### src/rtl/wb_commit_unit.sv
// -----------------------------------------------------------------------------
// wb_commit_unit
//   Writeback-side consumer of the MEM/WB pipeline register. It commits GPR
//   writes to a 32-entry register file (r0 hardwired to zero), HI/LO pair
//   writes, and LL/SC link state into the LLbit. It returns write-first
//   bypassed values to ID (GPR reads) and to MEM (HI/LO, LLbit), and keeps a
//   bring-up counter of cycles that committed any write.
//
// Ports
//   clk, rst                  clock; synchronous active-high reset
//   flush                     exception/eret flush, clears LLbit only
//   wb_wd/wb_wreg/wb_wdata    GPR write request from MEM/WB
//   wb_whilo/wb_hi/wb_lo      HI/LO pair write request from MEM/WB
//   wb_LLbit_we/_value        LLbit write request from MEM/WB
//   re1/raddr1/rdata1         GPR read port 1 (combinational, bypassed)
//   re2/raddr2/rdata2         GPR read port 2 (combinational, bypassed)
//   hi_o/lo_o                 current HI/LO (combinational, bypassed)
//   LLbit_o                   current LLbit (combinational, bypassed)
//   commit_cnt                count of cycles with any committed write
// -----------------------------------------------------------------------------
module wb_commit_unit #(
  parameter int DATA_W = 32,
  parameter int ADDR_W = 5,
  parameter int CNT_W  = 32
) (
  input  logic              clk,
  input  logic              rst,
  input  logic              flush,
  input  logic [ADDR_W-1:0] wb_wd,
  input  logic              wb_wreg,
  input  logic [DATA_W-1:0] wb_wdata,
  input  logic              wb_whilo,
  input  logic [DATA_W-1:0] wb_hi,
  input  logic [DATA_W-1:0] wb_lo,
  input  logic              wb_LLbit_we,
  input  logic              wb_LLbit_value,
  input  logic              re1,
  input  logic [ADDR_W-1:0] raddr1,
  output logic [DATA_W-1:0] rdata1,
  input  logic              re2,
  input  logic [ADDR_W-1:0] raddr2,
  output logic [DATA_W-1:0] rdata2,
  output logic [DATA_W-1:0] hi_o,
  output logic [DATA_W-1:0] lo_o,
  output logic              LLbit_o,
  output logic [CNT_W-1:0]  commit_cnt
);

  localparam int NREG = 1 << ADDR_W;

  localparam logic [ADDR_W-1:0] ZERO_ADDR = {ADDR_W{1'b0}};
  localparam logic [DATA_W-1:0] ZERO_DATA = {DATA_W{1'b0}};
  localparam logic [CNT_W-1:0]  ZERO_CNT  = {CNT_W{1'b0}};
  localparam logic [CNT_W-1:0]  ONE_CNT   = {{(CNT_W-1){1'b0}}, 1'b1};

  logic [DATA_W-1:0] gpr_r [NREG];
  logic [DATA_W-1:0] hi_r;
  logic [DATA_W-1:0] lo_r;
  logic              llbit_r;
  logic [CNT_W-1:0]  commit_cnt_r;

  logic              gpr_we_s;
  logic              commit_fire_s;

  // Writes to r0 are dropped so that it always reads back as zero.
  assign gpr_we_s      = wb_wreg && (wb_wd != ZERO_ADDR);
  // Several simultaneous writes in one cycle still count as a single commit.
  assign commit_fire_s = gpr_we_s || wb_whilo || wb_LLbit_we;

  // GPR file: cleared on reset, one write port from MEM/WB.
  always_ff @(posedge clk) begin
    if (rst) begin
      for (int i = 0; i < NREG; i++) begin
        gpr_r[i] <= ZERO_DATA;
      end
    end else if (gpr_we_s) begin
      gpr_r[wb_wd] <= wb_wdata;
    end else begin
      gpr_r[wb_wd] <= gpr_r[wb_wd];
    end
  end

  // HI/LO pair: always written together.
  always_ff @(posedge clk) begin
    if (rst) begin
      hi_r <= ZERO_DATA;
      lo_r <= ZERO_DATA;
    end else if (wb_whilo) begin
      hi_r <= wb_hi;
      lo_r <= wb_lo;
    end else begin
      hi_r <= hi_r;
      lo_r <= lo_r;
    end
  end

  // LLbit: a flush breaks the link even if an LL commits in the same cycle.
  always_ff @(posedge clk) begin
    if (rst) begin
      llbit_r <= 1'b0;
    end else if (flush) begin
      llbit_r <= 1'b0;
    end else if (wb_LLbit_we) begin
      llbit_r <= wb_LLbit_value;
    end else begin
      llbit_r <= llbit_r;
    end
  end

  // Commit counter, free-running wrap at 2^CNT_W.
  always_ff @(posedge clk) begin
    if (rst) begin
      commit_cnt_r <= ZERO_CNT;
    end else if (commit_fire_s) begin
      commit_cnt_r <= commit_cnt_r + ONE_CNT;
    end else begin
      commit_cnt_r <= commit_cnt_r;
    end
  end

  assign commit_cnt = commit_cnt_r;

  // Read port 1: write-first bypass from the WB write in flight.
  always_comb begin
    rdata1 = ZERO_DATA;
    if (rst) begin
      rdata1 = ZERO_DATA;
    end else if (!re1) begin
      rdata1 = ZERO_DATA;
    end else if (raddr1 == ZERO_ADDR) begin
      rdata1 = ZERO_DATA;
    end else if (wb_wreg && (raddr1 == wb_wd)) begin
      rdata1 = wb_wdata;
    end else begin
      rdata1 = gpr_r[raddr1];
    end
  end

  // Read port 2: identical to port 1, independent address.
  always_comb begin
    rdata2 = ZERO_DATA;
    if (rst) begin
      rdata2 = ZERO_DATA;
    end else if (!re2) begin
      rdata2 = ZERO_DATA;
    end else if (raddr2 == ZERO_ADDR) begin
      rdata2 = ZERO_DATA;
    end else if (wb_wreg && (raddr2 == wb_wd)) begin
      rdata2 = wb_wdata;
    end else begin
      rdata2 = gpr_r[raddr2];
    end
  end

  // HI/LO and LLbit seen by MEM include the write committing this cycle.
  always_comb begin
    hi_o    = ZERO_DATA;
    lo_o    = ZERO_DATA;
    LLbit_o = 1'b0;
    if (rst) begin
      hi_o    = ZERO_DATA;
      lo_o    = ZERO_DATA;
      LLbit_o = 1'b0;
    end else begin
      if (wb_whilo) begin
        hi_o = wb_hi;
        lo_o = wb_lo;
      end else begin
        hi_o = hi_r;
        lo_o = lo_r;
      end
      if (flush) begin
        LLbit_o = 1'b0;
      end else if (wb_LLbit_we) begin
        LLbit_o = wb_LLbit_value;
      end else begin
        LLbit_o = llbit_r;
      end
    end
  end

endmodule
### config.mk
export PLATFORM = sky130hd
export DESIGN_NAME = wb_commit_unit
export DESIGN_NICKNAME = d
export VERILOG_FILES = /design/src/rtl/wb_commit_unit.sv
export SDC_FILE = /design/constraint.sdc
export NUM_CORES = 2
export LEC_CHECK = 0
export CAP_MARGIN = 20
export CORE_ASPECT_RATIO = 1.75
export CORE_UTILIZATION = 60
export CTS_CLUSTER_SIZE = 28
export DETAILED_ROUTE_END_ITERATION = 10
export PLACE_DENSITY = 0.79
export SLEW_MARGIN = 10
export SYNTH_ARGS = -nofsm -noshare
export SYNTH_HDL_FRONTEND = slang
export SYNTH_SLANG_ARGS = --single-unit
### constraint.sdc
create_clock -name clk -period 4 [get_ports clk]
set_clock_uncertainty 0.1 [all_clocks]
set_input_delay 0.8 -clock clk [delete_from_list [all_inputs] [get_ports clk]]
set_output_delay 0.8 -clock clk [all_outputs]
set_load 0.01 [all_outputs]
==> metrics.md <==
| Metric | Value |
|---|---|
| RSZ-0062 raised after global routing | true |
| FMAX | 242 MHz |
| Fin crit share | 1.03 |
| Tmin final | 4.13 ns |
| # clock sinks | 1121 |
| I/O pins | between 200 and 300 |
| WP depth | 10 |
| Clock power frac | 0.358 |
| DR WL/cell | 31.5 um |
| Largest net degree at the start of global routing | 126 |
| Synth top area share | 0.516 |
| Initial DRC count | 5585 |
| Overflow after GRT | 0 |
| Yosys top cell by area | edfxtp_1 |
| Port bufs | 280 |
| Fin cells | just over 6000 |
| First-pass GRT wire length | between 200 and 300 mm |
| Commonest cells after routing, fill and taps aside | 1024 x edfxtp_1, 994 x and2_1, 548 x mux2i_1 |
| DR pass1 iterations | 6 |
| CTS clk-pin slew, worst paths | 0.07 ns |
| Failing checks | negative setup slack |
| DP Area | 67000 um2 |
| CP startpoint | raddr2[1] |
| Final design utilization | 0.720 |
| Total GRT Usage | 0.393 |
| Slowest Stage Delay on Critical Path | 0.55 ns |
| Final Hold Fails | 0 |
| Critical Path RT | 3.10 ns |
| Routability Congestion | 0.928 |
| Final nets | 4927 |
| WP data arrival | ~3.2 ns |
| Slew @ Worst Pin | 1.04 ns |
| Initial core utilization | 0.607 |
| Run status | complete, but fails checks |
| Crit path top cell by count | buf_12 |
| CTS tree | built |
| Hold path startpoint | lo_r[17]$_DFF_P_ |
| Chip height | around 420 um |
| Static Leak | 26.5 nW |
| Vias/cell | between 6 and 7 |
| Yosys Warn Count | 0 |
| Final cell area excluding filler cells | between 70000 and 80000 um2 |
| Gate power share | 0.143 |
| H-tree levels | 3 |
| Dpl hpwl | between 100 and 150 mm |
| Post-synth EDFFs | 1024 |
| Reg power frac | 0.498 |
| Max_cap viols | 0 |
| DR vias | 42509 |
| Slowest-stage cell, CP | clkdlybuf4s50_1 |
| Crit Path Class | in -> out |
| Most used DFF post-synth | edfxtp_1 |
| Cts bufs inserted | slightly below 100 |
| Core footprint | slightly below 100000 um2 |
| Crit path buf inv count | 5 |
| Critical Path End Type | output pin |
| Total Power | ~28 mW |
| Die Wd | 240 um |
| Normalized max-slew margin | 0.305 |
| Switching share of power | 0.250 |
| Initial antenna violation count | 10 |
| Worst reg2reg path startpoint | commit_cnt[14]$_SDFFE_PP0P_ |
| Placed Cells | 6008 |
| R2r worst-path depth | 5 |
| Async set-or-reset flop fraction in the synthesized netlist | 0 |
| PwrDens | 389 nW/um2 |
| Most common cell after layout, fill and taps aside | edfxtp_1 |
| Dominant cells by area after synthesis | edfxtp_1 52%, mux4_2 12%, and2_1 10% |
| Final slew viol count | 0 |
| CTS root buffer | clkbuf_16 |
| Vias in the first global route | 43479 |
| P_sw | 6.88 mW |
| Worst Setup Start Kind | primary input |
| Hold-critical path depth | 2 |
| Post-route worst setup slack | -0.134 ns |
| Antenna-violating nets left | 0 |
| Hold_buf cts | 0 |
| Residual DRC | 0 |
| Post-synth cell types | 54 |
| Longest Clk Path Bufs | 3 |
| Synth Register Bits | 1121 |
| Top Family by Delay on Critical Path | buffers and inverters |
| Maximum VDD drop | 395 uV |
| Gate Count Post-Synth | 4360 |
| Worst-path fanout max | 34 |
| Die area | 101000 um2 |
| Crit-path cells | buf_6, buf_12, xor2_1, nor4_1, buf_4, nand3_4, buf_12, o221ai_1, o221a_2, clkdlybuf4s50_1 |
| Worst hold path type | reg -> reg |
| Pint | 20.6 mW |
| Share of layout cells above drive strength 1 | 0.237 |
| Clk Latency, worst-skew pair | roughly 0.74 ns |
| Row cnt | 152 |
| Seq/Total Area, Yosys | 0.548 |
| Final setup violation count | 14 |
| Final wirelength | 196 mm |
| Avg Cell Area, Syn | around 14 um2 |
| Synthesis-to-finish area growth | 18.7% |
| Mapped Area | a little under 60000 um2 |
what timing repair did:
| item | 4_1_cts | 5_1_grt |
|---|---|---|
| gates resized for setup | 61 | 64 |
| setup buffers | 3 | 4 |
| pin swaps | 11 | 8 |
| endpoints found under the setup margin | 64 | 50 |
power groups by stage:
stage / Sequential (mW) / Clock, mW / Combinational [mW]
2_1_floorplan: 13.8 / 0 / 2.12
3_3_place_gp: 13.9 / 0 / 3.72
3_5_place_dp: 14.0 / 0 / 3.77
4_1_cts: 13.7 / 9.87 / 3.81
5_1_grt: 13.8 / 10.3 / 4.06
6_report: 13.7 / 9.86 / 3.94
path summary, 6_finish.rpt:
kind	slack, ns	endpoint
max	-0.13	rdata2[3]
min	0.41	lo_r[17]$_DFF_P_
max reg2reg	1.60	commit_cnt[31]$_SDFFE_PP0P_
min reg2reg	0.41	lo_r[17]$_DFF_P_
final cells by class:
class	count	area, um2
well taps	1309	1640
clock buffers	115	2600
inverters	5	18.8
multi-input cells	2809	25500
diodes	5	12.5
flip-flops and latches	1121	32700
fillers	6302	27500
clock inverters	68	682
repair buffers	771	7660
through the flow:
step	setup WS (ns)	TNS, ns	hold slack (ns)
final	-0.134	-1.17	0.413
after global routing	-0.142	-1.46	0.437
after CTS	-0.143	-2.75	0.414
after detailed placement	-0.210	-6.75	0.395
after global placement	-0.276	-10.13	0.380
after floorplan	0.515	0	0.410
worst register-to-register path, cell delays in order, from the launching register on:
cell,delay (ns)
dfxtp_1,0.44
and4_1,0.38
nand4_1,0.18
a2111o_2,0.52
or3_1,0.35
mux2_4,0.31
sequential cells by signal, indices dropped and copies added (netlist names):
| name | count |
|---|---|
| hi_r | 32 |
| lo_r | 32 |
| commit_cnt | 32 |
| llbit_r | 1 |
| gpr_r | 1024 |
cell usage after synthesis (18+ instances only):
cell type  count
a22oi_1       72
or2_2         34
buf_2         44
a211oi_1      58
o21ai_0       50
o221ai_1      46
nor2b_1       71
buf_1         18
mux4_2       320
o221a_2       54
nand2_1       48
xnor2_1       21
nor3_1        65
o211ai_1      22
edfxtp_1    1024
a21oi_1       24
nor2_1       123
dfxtp_1       97
mux2i_1      553
clkbuf_1     324
o22ai_1      116
and2_1       994
buf_4         53
kinds of logic after synthesis:
group           count (synthesis)  synth area share
simple gates                 1390             0.138
flops                        1121             0.548
mux                           875             0.214
compound gates                480            0.0601
buf+inv                       461            0.0352
xor+xnor                       31           0.00455
fa+ha+maj                       1          0.000210
other cells                     1         0.0000629
layer usage:
metal	vias up	wire (um)	GRT usage
met5	-	37	0
met4	6	15300	0.271
met3	1006	24900	0.0955
met2	3319	94600	0.645
met1	20811	60700	0.453
li1	17367	-	-
Note: power is estimated with default switching activity, not from simulation.
